File: src/rtl/jtag_pkg.sv
// Shared JTAG instruction-register definitions: default IR width, opcode map,
// one-hot select indices and a helper that turns an index into a select vector.
package jtag_pkg;

  localparam int JTAG_IR_WIDTH   = 4;
  localparam int JTAG_INST_COUNT = 10;

  localparam logic [31:0] OP_EXTEST         = 32'h0;
  localparam logic [31:0] OP_IDCODE         = 32'h1;
  localparam logic [31:0] OP_SAMPLE_PRELOAD = 32'h2;
  localparam logic [31:0] OP_INTEST         = 32'h3;
  localparam logic [31:0] OP_CLAMP          = 32'h4;
  localparam logic [31:0] OP_HALT           = 32'h8;
  localparam logic [31:0] OP_STEP           = 32'h9;
  localparam logic [31:0] OP_RESUME         = 32'hA;
  localparam logic [31:0] OP_RESET          = 32'hB;
  // BYPASS is all-ones at whatever IR width is instantiated; this is the default-width value.
  localparam logic [JTAG_IR_WIDTH-1:0] OP_BYPASS = '1;

  typedef enum logic [3:0] {
    IDX_BYPASS,
    IDX_EXTEST,
    IDX_IDCODE,
    IDX_SAMPLE_PRELOAD,
    IDX_INTEST,
    IDX_CLAMP,
    IDX_HALT,
    IDX_STEP,
    IDX_RESUME,
    IDX_RESET
  } inst_idx_e;

  function automatic logic [JTAG_INST_COUNT-1:0] inst_onehot(input inst_idx_e idx);
    return JTAG_INST_COUNT'(1) << idx;
  endfunction

endpackage

File: src/rtl/jtag_ir_decoder.sv
// Combinational opcode decoder: raw IR value to one-hot instruction select plus
// an "unknown opcode" flag. Anything not in the opcode map selects BYPASS.
module jtag_ir_decoder
  import jtag_pkg::*;
#(
  parameter int IR_WIDTH   = JTAG_IR_WIDTH,
  parameter int INST_COUNT = JTAG_INST_COUNT
) (
  input  logic [IR_WIDTH-1:0]   i_opcode,
  output logic [INST_COUNT-1:0] o_instructions,
  output logic                  o_invalid
);

  localparam int OPW = (IR_WIDTH > 32) ? IR_WIDTH : 32;

  logic [OPW-1:0] w_opcode;
  inst_idx_e      w_idx;
  logic           w_invalid;

  assign w_opcode = OPW'(i_opcode);

  // All-ones is checked first so narrow IRs (e.g. width 2, where 3 is also INTEST) still bypass.
  always_comb begin
    w_idx     = IDX_BYPASS;
    w_invalid = 1'b0;
    if (&i_opcode) begin
      w_idx = IDX_BYPASS;
    end else begin
      case (w_opcode)
        OPW'(OP_EXTEST):         w_idx = IDX_EXTEST;
        OPW'(OP_IDCODE):         w_idx = IDX_IDCODE;
        OPW'(OP_SAMPLE_PRELOAD): w_idx = IDX_SAMPLE_PRELOAD;
        OPW'(OP_INTEST):         w_idx = IDX_INTEST;
        OPW'(OP_CLAMP):          w_idx = IDX_CLAMP;
        OPW'(OP_HALT):           w_idx = IDX_HALT;
        OPW'(OP_STEP):           w_idx = IDX_STEP;
        OPW'(OP_RESUME):         w_idx = IDX_RESUME;
        OPW'(OP_RESET):          w_idx = IDX_RESET;
        default: begin
          w_idx     = IDX_BYPASS;
          w_invalid = 1'b1;
        end
      endcase
    end
  end

  // INST_COUNT must be at least JTAG_INST_COUNT for the select to stay one-hot.
  assign o_instructions = INST_COUNT'(inst_onehot(w_idx));
  assign o_invalid      = w_invalid;

endmodule

File: src/rtl/jtag_ir_param.sv
// Parametrised JTAG instruction register: capture/shift on posedge tck, tdo and
// instruction update on negedge tck, all qualified by TAP state enables.
module jtag_ir_param
  import jtag_pkg::*;
#(
  parameter int  IR_WIDTH       = JTAG_IR_WIDTH,
  parameter int  INST_COUNT     = JTAG_INST_COUNT,
  parameter bit  STATUS_CAPTURE = 1'b1,
  localparam int STATUS_W       = (IR_WIDTH > 2) ? IR_WIDTH - 2 : 1
) (
  input  logic                  tck,
  input  logic                  tl_reset,
  input  logic                  tdi,
  input  logic                  capture_ir,
  input  logic                  shift_ir,
  input  logic                  update_ir,
  input  logic [STATUS_W-1:0]   status_in,
  output logic                  tdo,
  output logic                  tdo_en,
  output logic [INST_COUNT-1:0] instructions,
  output logic [IR_WIDTH-1:0]   ir_opcode,
  output logic                  ir_invalid
);

  logic [IR_WIDTH-1:0]   r_shift;
  logic                  r_tdo;
  logic                  r_tdo_en;
  logic [IR_WIDTH-1:0]   r_opcode;
  logic [INST_COUNT-1:0] r_inst;
  logic                  r_invalid;

  logic [IR_WIDTH-1:0]   w_capture;
  logic [INST_COUNT-1:0] w_dec_inst;
  logic                  w_dec_invalid;

  // A 2-bit IR has no room for status; its status_in port is a dummy bit.
  generate
    if (IR_WIDTH > 2) begin : g_status
      logic [STATUS_W-1:0] w_status;
      assign w_status  = STATUS_CAPTURE ? status_in : '0;
      assign w_capture = {w_status, 2'b01};
    end else begin : g_no_status
      assign w_capture = 2'b01;
    end
  endgenerate

  always_ff @(posedge tck or negedge tl_reset) begin
    if (!tl_reset) begin
      r_shift <= IR_WIDTH'(2'b01);
    end else if (capture_ir) begin
      r_shift <= w_capture;
    end else if (shift_ir) begin
      r_shift <= {tdi, r_shift[IR_WIDTH-1:1]};
    end
  end

  jtag_ir_decoder #(
    .IR_WIDTH   (IR_WIDTH),
    .INST_COUNT (INST_COUNT)
  ) u_decoder (
    .i_opcode       (r_shift),
    .o_instructions (w_dec_inst),
    .o_invalid      (w_dec_invalid)
  );

  // Negedge stage: tdo stays stable across the next posedge, and the update
  // lands half a cycle into Update-IR, sampling the value left by the posedge.
  always_ff @(negedge tck or negedge tl_reset) begin
    if (!tl_reset) begin
      r_tdo     <= 1'b0;
      r_tdo_en  <= 1'b0;
      r_opcode  <= IR_WIDTH'(OP_IDCODE);
      r_inst    <= INST_COUNT'(inst_onehot(IDX_IDCODE));
      r_invalid <= 1'b0;
    end else begin
      r_tdo    <= r_shift[0];
      r_tdo_en <= shift_ir;
      if (update_ir) begin
        r_opcode  <= r_shift;
        r_inst    <= w_dec_inst;
        r_invalid <= w_dec_invalid;
      end
    end
  end

  assign tdo          = r_tdo;
  assign tdo_en       = r_tdo_en;
  assign instructions = r_inst;
  assign ir_opcode    = r_opcode;
  assign ir_invalid   = r_invalid;

endmodule

File: config.mk
export PLATFORM = sky130hd
export DESIGN_NAME = jtag_ir_param
export DESIGN_NICKNAME = d
export VERILOG_FILES = /design/src/rtl/jtag_pkg.sv /design/src/rtl/jtag_ir_decoder.sv /design/src/rtl/jtag_ir_param.sv
export SDC_FILE = /design/constraint.sdc
export NUM_CORES = 1
export LEC_CHECK = 0
export BUFFER_PORTS_ARGS = -buffer_cell sky130_fd_sc_hd__buf_2
export CAP_MARGIN = 20
export CORE_MARGIN = 5
export CORE_UTILIZATION = 40
export DETAILED_ROUTE_END_ITERATION = 8
export PLACE_DENSITY = 0.72
export SLEW_MARGIN = 20
export SYNTH_ARGS = -nofsm -noshare
export SYNTH_HDL_FRONTEND = slang
export SYNTH_SLANG_ARGS = --single-unit
File: constraint.sdc
create_clock -name tck -period 2 [get_ports tck]
set_input_delay 0.3 -clock tck [delete_from_list [all_inputs] [get_ports tck]]
set_output_delay 0.3 -clock tck [all_outputs]
set_load 0.005 [all_outputs]
==> results.sh, run 1 <==
export IMPL_status="finished, violations left"
export IMPL_violations="negative setup slack"
export IMPL_crit_type="flop to output port"
export IMPL_slowest_stage="dfstp_2"
export IMPL_clockBufferDepth=2
export IMPL_initial_utilization=0.408
export IMPL_drt_wirelength_per_cell_um=14.6
export IMPL_antenna_found_initial=0
export IMPL_final_cell_mix="buf_2 (24), dfrtn_1 (15), buf_4 (11)"
export IMPL_crit_family="flip-flops"
export IMPL_area_delta_synth_final_pct=42.2
export IMPL_internal_power_uw=657
export IMPL_p_sw_frac=0.275
export IMPL_core_sq_um=2170
export IMPL_dpl_instance_area_sq_um=1060
export IMPL_crit_buf_inv=1
export IMPL_skew_ns=0.0556
export IMPL_cp_start_kind="flop"
export IMPL_cts_sinks=21
export IMPL_p_per_area_nw_per_um2=721
export IMPL_die_height_um=57.0
export IMPL_clock_latency_ns=0.36
export IMPL_place_ws_ns=-0.166
export IMPL_min_path_type="input port to asynchronous set/reset pin"
export IMPL_hpwl_mm=1.29
export IMPL_syn_area_per_cell_sq_um=12.1
export IMPL_grt_overflow_total=0
export IMPL_p_comb_frac=0.214
export IMPL_setup_ws_ns=-0.276
export IMPL_hold_viol=0
export IMPL_diodes=0
export IMPL_slew_violations=0
export IMPL_ys_warnings_count=0
export IMPL_cts_buffers=3
export IMPL_critPathCaptureType="output port"
export IMPL_via_per_inst=5.03
export IMPL_final_area_sq_um=1260
export IMPL_worst_slew_pin_slew_ns=0.386
export IMPL_clk_pin_slew_ns=0.12
export IMPL_p_switching_uw=250
export IMPL_synth_seq_area_share=0.598
export IMPL_drt_iter0_markers=17
export IMPL_wl_met1_um=902
export IMPL_core_rowCount=17
export IMPL_static_leakage_power_nw=0.680
export IMPL_finalSetupViolations=26
export IMPL_rsz0062_at_grt="true"
export IMPL_fin_nets=124
export IMPL_pwr_share_seq=0.545
export IMPL_syn_instance_count=73
export IMPL_grt_start_max_net_pins=18
export IMPL_die_area_sq_um=3250
export IMPL_vias=719
export IMPL_wl_met3_um=97
export IMPL_critPathArrivalTime_ns=1.98
export IMPL_synth_cell_types=23
export IMPL_wirelength_mm=2.09
export IMPL_synth_fp_nets=81
export IMPL_port_buffers=24
export IMPL_path_max_fanout=2
export IMPL_peakVddDrop_uv=451
export IMPL_grt_usage=0.131
export IMPL_r2r_slack_ns=-0.19
export IMPL_root_buffer="clkbuf_4"
export IMPL_gp_congestion=0.758
export IMPL_synth_area_sq_um=885
export IMPL_maxCapViolCount=0
export IMPL_htree_levels=1
export IMPL_mostFrequentLayoutCell="buf_2"
export IMPL_regToRegStartpoint="r_shift[1]$_DFFE_PN0P_"
export IMPL_die_w_um=57.0
export IMPL_total_power_uw=907
export IMPL_critPathMaxStageDelay_ns=0.53
export IMPL_tritoncts="done"
export IMPL_grt_pass1_wl_mm=3.28
export IMPL_drtAntennaViolNets=0
export IMPL_r2r_cells=2
export IMPL_wl_met2_mm=1.00
export IMPL_crit_chain="buf_6"
export IMPL_drc=0
export IMPL_grt_pass1_vias=703
export IMPL_ys_seq_elements=21
export IMPL_fin_util=0.580
export IMPL_pwr_share_clk=0.241
export IMPL_layout_drive_gt1_share=0.565
export IMPL_drtPass1Iterations=4
export IMPL_slew_headroom=0.743
export IMPL_timing_rr_end="ir_invalid$_DFFE_NN0P_"
export IMPL_cp_data_required_time_ns=1.70
export IMPL_routed_top_layer="met4"
export IMPL_io_pins=25
## metrics by stage
stage	cells	hold slack [ns]	TNS, ns
final	143	0.192	-3.50
after global routing	143	0.208	-4.59
after CTS	136	0.186	-3.21
after detailed placement	127	0.454	-1.38
after global placement	127	0.448	-1.16
after floorplan	73	0.00441	-0.537
## worst register-to-register path, stage by stage, from the launching register on
cell,delay (ns)
dfrtp_1,0.44
or3_4,0.42
a41o_1,0.19
## area by class of cell
type | instances | area, sq um
Clock buffer | 3 | 22.5
Tap cell | 28 | 35.0
Sequential cell | 21 | 531
Multi-Input combinational cell | 43 | 365
Clock inverter | 3 | 11.3
Inverter | 3 | 11.3
Timing Repair Buffer | 42 | 282
Fill cell | 194 | 912
## cell families after synthesis
family / after synthesis / share of synthesized area
AO/OA/AOI/OAI: 15 / 0.134
buffers and inverters: 9 / 0.0523
flip-flops: 21 / 0.598
multiplexers: 6 / 0.0721
AND/OR/NAND/NOR: 22 / 0.143
## cell usage after synthesis, drive strengths merged
cell type	instances	area [sq um]
a211o	1	8.76
a31o	6	52.6
a41o	3	30.0
and2b	1	7.51
buf	3	23.8
clkbuf	2	7.51
dfrtn	15	375
dfrtp	3	75.1
dfstp	3	78.8
inv	4	15.0
mux2	3	33.8
mux2i	3	30.0
nand2	3	11.3
nand3	1	5.00
nor2	3	11.3
nor2b	12	75.1
nor3	1	5.00
o21ai	3	15.0
o22ai	2	12.5
or3	1	11.3
## layer usage
metal	vias to the layer above	GRT usage
met5	-	0
met1	350	0.168
met2	22	0.196
met4	0	0.0927
li1	338	-
met3	9	0.0271
## worst max path at each step
stage	from	to	cells after the start	slack [ns]
4_1_cts	instructions[2]$_DFFE_NN1P_	instructions[2]	1	-0.29
2_1_floorplan	r_shift[0]$_DFFE_PN1P_	ir_invalid$_DFFE_NN0P_	3	-0.21
5_1_grt	instructions[2]$_DFFE_NN1P_	instructions[2]	1	-0.33
6_report	ir_opcode[0]$_DFFE_NN1P_	ir_opcode[0]	1	-0.28
3_5_place_dp	r_shift[0]$_DFFE_PN1P_	ir_invalid$_DFFE_NN0P_	2	-0.17
3_3_place_gp	r_shift[0]$_DFFE_PN1P_	ir_invalid$_DFFE_NN0P_	2	-0.13
## repair_timing
item	4_1_cts	5_1_grt
pin swaps	6	1
gates cloned	0	1
setup endpoints to repair	26	31
buffers inserted	4	6
resized for setup	11	10
hold buffers	0	0
## power by group through the flow
| stage | sequential (mW) | clock, mW | combinational (mW) |
|---|---|---|---|
| floorplan | 0.496 | 0.00939 | 0.0701 |
| global placement | 0.494 | 0.00939 | 0.137 |
| detailed placement | 0.495 | 0.00939 | 0.141 |
| CTS | 0.490 | 0.225 | 0.163 |
| global route | 0.499 | 0.249 | 0.213 |
| finish | 0.494 | 0.219 | 0.195 |
## registers in the layout (all words and copies together), names as in the netlist
signal	cells
instructions	10
ir_opcode	4
r_shift	4
ir_invalid	1
tdo	1
tdo_en	1
Power figures use the tool's default switching activity.
==> run 2: changes to the inputs <==
--- a/config.mk
+++ b/config.mk
@@ -15,3 +15,4 @@
 export SYNTH_ARGS = -nofsm -noshare
 export SYNTH_HDL_FRONTEND = slang
 export SYNTH_SLANG_ARGS = --single-unit
+export TNS_END_PERCENT = 10
==> constraint.sdc (replaced) <==
create_clock -name tck -period 2.4 [get_ports tck]
set_input_delay 0.36 -clock tck [delete_from_list [all_inputs] [get_ports tck]]
set_output_delay 0.36 -clock tck [all_outputs]
set_load 0.005 [all_outputs]
==> results.sh, run 2 (same netlist as run 1, synthesis figures left out) <==
export IMPL_path_max_fanout=2
export IMPL_fin_util=0.502
export IMPL_vias=654
export IMPL_die_height_um=57.0
export IMPL_slew_headroom=0.701
export IMPL_largest_reg_flops=10
export IMPL_root_buffer="clkbuf_4"
export IMPL_grt_overflow_total=0
export IMPL_die_area_sq_um=3250
export IMPL_slew_violations=0
export IMPL_finalSetupViolations=3
export IMPL_grt_pass1_wl_mm=3.11
export IMPL_clockBufferDepth=2
export IMPL_hpwl_mm=1.35
export IMPL_antenna_found_initial=0
export IMPL_critPathCaptureType="output port"
export IMPL_regToRegStartpoint="r_shift[0]$_DFFE_PN1P_"
export IMPL_diodes=0
export IMPL_status="finished, violations left"
export IMPL_core_sq_um=2170
export IMPL_hold_viol=2
export IMPL_initial_utilization=0.408
export IMPL_skew_ns=0.0654
export IMPL_peakVddDrop_uv=316
export IMPL_crit_buf_inv=1
export IMPL_r2r_cells=2
export IMPL_cp_start_kind="flop"
export IMPL_die_w_um=57.0
export IMPL_final_cell_mix="buf_2 (23), dfrtn_1 (15), nor2b_1 (12)"
export IMPL_post_cts_setup_buffer_count=0
export IMPL_cts_buffers=3
export IMPL_tritoncts="done"
export IMPL_maxCapViolCount=0
export IMPL_io_pins=25
export IMPL_static_leakage_power_nw=0.583
export IMPL_clock_latency_ns=0.35
export IMPL_rsz0062_at_grt="true"
export IMPL_min_path_type="input port to asynchronous set/reset pin"
export IMPL_critPathMaxStageDelay_ns=0.53
export IMPL_drt_iter0_markers=5
export IMPL_finalSetupTns_ns=-0.260
export IMPL_violations="negative hold slack, negative setup slack"
export IMPL_fin_nets=112
export IMPL_cp_data_required_time_ns=2.04
export IMPL_wirelength_mm=1.77
export IMPL_htree_levels=1
export IMPL_drt_wirelength_per_cell_um=13.5
export IMPL_crit_type="flop to output port"
export IMPL_cts_sinks=21
export IMPL_layout_drive_gt1_share=0.447
export IMPL_grt_pass1_vias=694
export IMPL_area_delta_synth_final_pct=23.2
export IMPL_drtAntennaViolNets=0
export IMPL_port_buffers=24
export IMPL_grt_usage=0.123
export IMPL_slowest_stage="dfstp_2"
export IMPL_worst_slew_pin_slew_ns=0.449
export IMPL_critPathArrivalTime_ns=2.17
export IMPL_p_per_area_nw_per_um2=642
export IMPL_drc=0
export IMPL_holdWs_ns=-0.00199
export IMPL_gp_congestion=0.716
export IMPL_crit_family="flip-flops"
export IMPL_crit_chain="buf_6"
export IMPL_setup_ws_ns=-0.129
export IMPL_r2r_slack_ns=0.02
export IMPL_via_per_inst=4.99
export IMPL_clk_pin_slew_ns=0.10
export IMPL_timing_rr_end="instructions[8]$_DFFE_NN0P_"
export IMPL_drtPass1Iterations=3
export IMPL_mostFrequentLayoutCell="buf_2"
export IMPL_core_rowCount=17
export IMPL_grt_start_max_net_pins=22
run 2: worst reg2reg max path: stages (launching register included):
cell and delay [ns]:
dfstp_2 0.61, and2b_1 0.21, a31o_2 0.23
run 2: what timing repair did:
item / CTS / global route
endpoints found under the setup margin: 6 / 19
hold buffers: 0 / 0
resized for setup: 0 / 1
pin swaps: 1 / 1
run 2: worst max-delay path by stage:
stage | startpoint | end | slack, ns | cells past startpoint
global placement | update_ir | ir_opcode[1]$_DFFE_NN0P_ | 0.03 | 2
global route | instructions[2]$_DFFE_NN1P_ | instructions[2] | -0.18 | 1
finish | ir_opcode[0]$_DFFE_NN1P_ | ir_opcode[0] | -0.13 | 1
CTS | ir_opcode[0]$_DFFE_NN1P_ | ir_opcode[0] | -0.15 | 1
detailed placement | update_ir | ir_opcode[3]$_DFFE_NN0P_ | 0.01 | 2
floorplan | r_shift[0]$_DFFE_PN1P_ | ir_invalid$_DFFE_NN0P_ | -0.01 | 3
run 2: layout make-up:
class / count / area, sq um
inverter: 3 / 11.3
clock inverter: 2 / 7.51
multi-input combinational: 43 / 309
timing repair buffer: 30 / 171
sequential: 21 / 529
tap: 28 / 35.0
fill: 203 / 1080
clock buffer: 4 / 26.3
run 2: metal layers:
metal / part of all wire / track usage
met1: 0.44 / 0.153
met2: 0.47 / 0.191
met3: 0.055 / 0.0249
met4: 0.027 / 0.0828
met5: 0 / 0
run 2: where the power goes:
| group | internal, mW | switching (mW) |
|---|---|---|
| combinational | 0.0603 | 0.0545 |
| clock | 0.0689 | 0.107 |
| sequential | 0.389 | 0.0195 |
| total | 0.518 | 0.181 |
run 2: stage by stage:
stage          instances  instance area, sq um  hold WS [ns]  total power, mW  setup slack, ns
2_1_floorplan         73                   885        0.0644            0.479          -0.0110
3_3_place_gp         126                  1050         0.333            0.532           0.0320
3_5_place_dp         126                  1050         0.335            0.538           0.0102
4_1_cts              131                  1080       0.00196            0.709           -0.146
5_1_grt              131                  1090        0.0109            0.747           -0.184
6_report             131                  1090      -0.00199            0.699           -0.129
==> run 3: changes to the inputs <==
--- a/config.mk
+++ b/config.mk
@@ -7,10 +7,12 @@
 export LEC_CHECK = 0
 export BUFFER_PORTS_ARGS = -buffer_cell sky130_fd_sc_hd__buf_2
 export CAP_MARGIN = 20
+export CELL_PAD_IN_SITES_DETAIL_PLACEMENT = 0
+export CELL_PAD_IN_SITES_GLOBAL_PLACEMENT = 1
 export CORE_MARGIN = 5
-export CORE_UTILIZATION = 40
+export CORE_UTILIZATION = 38
 export DETAILED_ROUTE_END_ITERATION = 8
-export PLACE_DENSITY = 0.72
+export PLACE_DENSITY = 0.83
 export SLEW_MARGIN = 20
 export SYNTH_ARGS = -nofsm -noshare
 export SYNTH_HDL_FRONTEND = slang
==> results.sh, run 3 (same netlist as run 1, synthesis figures left out) <==
export IMPL_fin_nets=110
export IMPL_core_sq_um=2210
export IMPL_io_pins=25
export IMPL_maxCapViolCount=0
export IMPL_p_per_area_nw_per_um2=646
export IMPL_hold_viol=3
export IMPL_layout_drive_gt1_share=0.436
export IMPL_gp_congestion=0.736
export IMPL_nFillCells=228
export IMPL_worst_slew_pin_slew_ns=0.443
export IMPL_timing_rr_end="instructions[3]$_DFFE_NN0P_"
export IMPL_seqCellArea_sq_um=529
export IMPL_cts_sinks=21
export IMPL_die_w_um=58.3
export IMPL_largest_reg_flops=10
export IMPL_regToRegStartpoint="r_shift[0]$_DFFE_PN1P_"
export IMPL_slew_violations=0
export IMPL_slowest_stage="dfstp_2"
export IMPL_critPathCaptureType="output port"
export IMPL_grt_start_max_net_pins=22
export IMPL_multi_input_area_sq_um=309
export IMPL_total_power_uw=694
export IMPL_clockBufferDepth=2
export IMPL_grt_overflow_total=0
export IMPL_skew_ns=0.0568
export IMPL_peakVddDrop_uv=312
export IMPL_die_area_sq_um=3390
export IMPL_drtPass1Iterations=3
export IMPL_place_ws_ns=-0.00901
export IMPL_mostFrequentLayoutCell="buf_2"
export IMPL_drt_iter0_markers=6
export IMPL_rsz0062_at_grt="true"
export IMPL_violations="negative hold slack, negative setup slack"
export IMPL_setup_ws_ns=-0.125
export IMPL_crit_family="flip-flops"
export IMPL_die_height_um=58.3
export IMPL_status="finished, violations left"
export IMPL_area_delta_synth_final_pct=21.5
export IMPL_drt_wirelength_per_cell_um=13.0
export IMPL_holdWs_ns=-0.00941
export IMPL_finalSetupViolations=5
export IMPL_cts_buffers=3
export IMPL_static_leakage_power_nw=0.572
export IMPL_htree_levels=1
export IMPL_r2r_cells=2
export IMPL_cp_data_required_time_ns=2.04
export IMPL_core_rowCount=17
export IMPL_slew_headroom=0.704
export IMPL_crit_type="flop to output port"
export IMPL_via_per_inst=4.76
export IMPL_critPathArrivalTime_ns=2.17
export IMPL_drc=0
export IMPL_diodes=0
export IMPL_vias=614
export IMPL_initial_utilization=0.400
export IMPL_clk_pin_slew_ns=0.11
export IMPL_final_cell_mix="buf_2 (23), dfrtn_1 (15), nor2b_1 (12)"
export IMPL_r2r_slack_ns=-0.03
export IMPL_root_buffer="clkbuf_4"
export IMPL_grt_pass1_vias=655
export IMPL_crit_chain="buf_2"
export IMPL_antenna_found_initial=0
export IMPL_tritoncts="done"
export IMPL_critPathMaxStageDelay_ns=0.51
export IMPL_min_path_type="input port to asynchronous set/reset pin"
export IMPL_drtAntennaViolNets=0
export IMPL_grt_pass1_wl_mm=2.93
export IMPL_wirelength_mm=1.67
export IMPL_fin_util=0.486
export IMPL_cp_start_kind="flop"
export IMPL_clock_latency_ns=0.35
export IMPL_hpwl_mm=1.20
export IMPL_grt_usage=0.111
export IMPL_port_buffers=24
export IMPL_path_max_fanout=2
export IMPL_crit_buf_inv=1
-- run 3: cell types whose count changed in the layout (fill, tap and decap cells not counted), sizes merged --
| cell | before | now |
|---|---|---|
| buf | 30 | 28 |
-- run 3: power breakdown --
part / leakage, nW / internal, mW / total (mW) / switching, mW
logic: 0.281 / 0.0576 / 0.109 / 0.0518
registers: 0.265 / 0.389 / 0.409 / 0.0193
clock network: 0.0256 / 0.0689 / 0.176 / 0.107
total: 0.572 / 0.516 / 0.694 / 0.178
-- run 3: cell type report --
cell class                      instances  area share
Inverter                                3      0.0105
Clock inverter                          2     0.00698
Multi-Input combinational cell         43       0.288
Timing Repair Buffer                   28       0.146
Sequential cell                        21       0.492
Tap cell                               28      0.0326
Clock buffer                            4      0.0244
-- run 3: routing by layer --
| layer | vias up | share of wire | GRT usage |
|---|---|---|---|
| met3 | 2 | 0.042 | 0.0245 |
| met2 | 11 | 0.49 | 0.184 |
| met5 | - | 0 | 0 |
| met4 | 0 | 0.010 | 0.0497 |
| met1 | 294 | 0.45 | 0.138 |
| li1 | 307 | - | - |
-- run 3: through the flow --
step	TNS [ns]	instances	cell area, sq um
3_3_place_gp	0	124	1040
3_5_place_dp	-0.0131	124	1040
5_1_grt	-0.912	129	1070
6_report	-0.298	129	1070
4_1_cts	-0.335	129	1070
2_1_floorplan	-0.0110	73	885
-- run 3: worst max path at each step --
stage                                   startpoint                     endpoint  cells after the start
after floorplan             r_shift[0]$_DFFE_PN1P_       ir_invalid$_DFFE_NN0P_                      3
after global placement      r_shift[0]$_DFFE_PN1P_  instructions[3]$_DFFE_NN0P_                      2
after detailed placement    r_shift[0]$_DFFE_PN1P_  instructions[8]$_DFFE_NN0P_                      2
after CTS                 ir_opcode[0]$_DFFE_NN1P_                 ir_opcode[0]                      1
after global routing      ir_opcode[0]$_DFFE_NN1P_                 ir_opcode[0]                      1
final                     ir_opcode[0]$_DFFE_NN1P_                 ir_opcode[0]                      1
-- run 3: worst register-to-register path: cells and delay by family, from the launching register on --
family          cells  cell delay [ns]
compound gates      1             0.23
flops               1             0.64
simple gates        1             0.21
-- run 3: timing repair --
| item | 4_1_cts | 5_1_grt |
|---|---|---|
| endpoints found under the setup margin | 6 | 18 |
| hold buffers | 0 | 0 |
| buffers inserted | 0 | 0 |
| pin swaps | 2 | 1 |
| gates resized for setup | 0 | 1 |
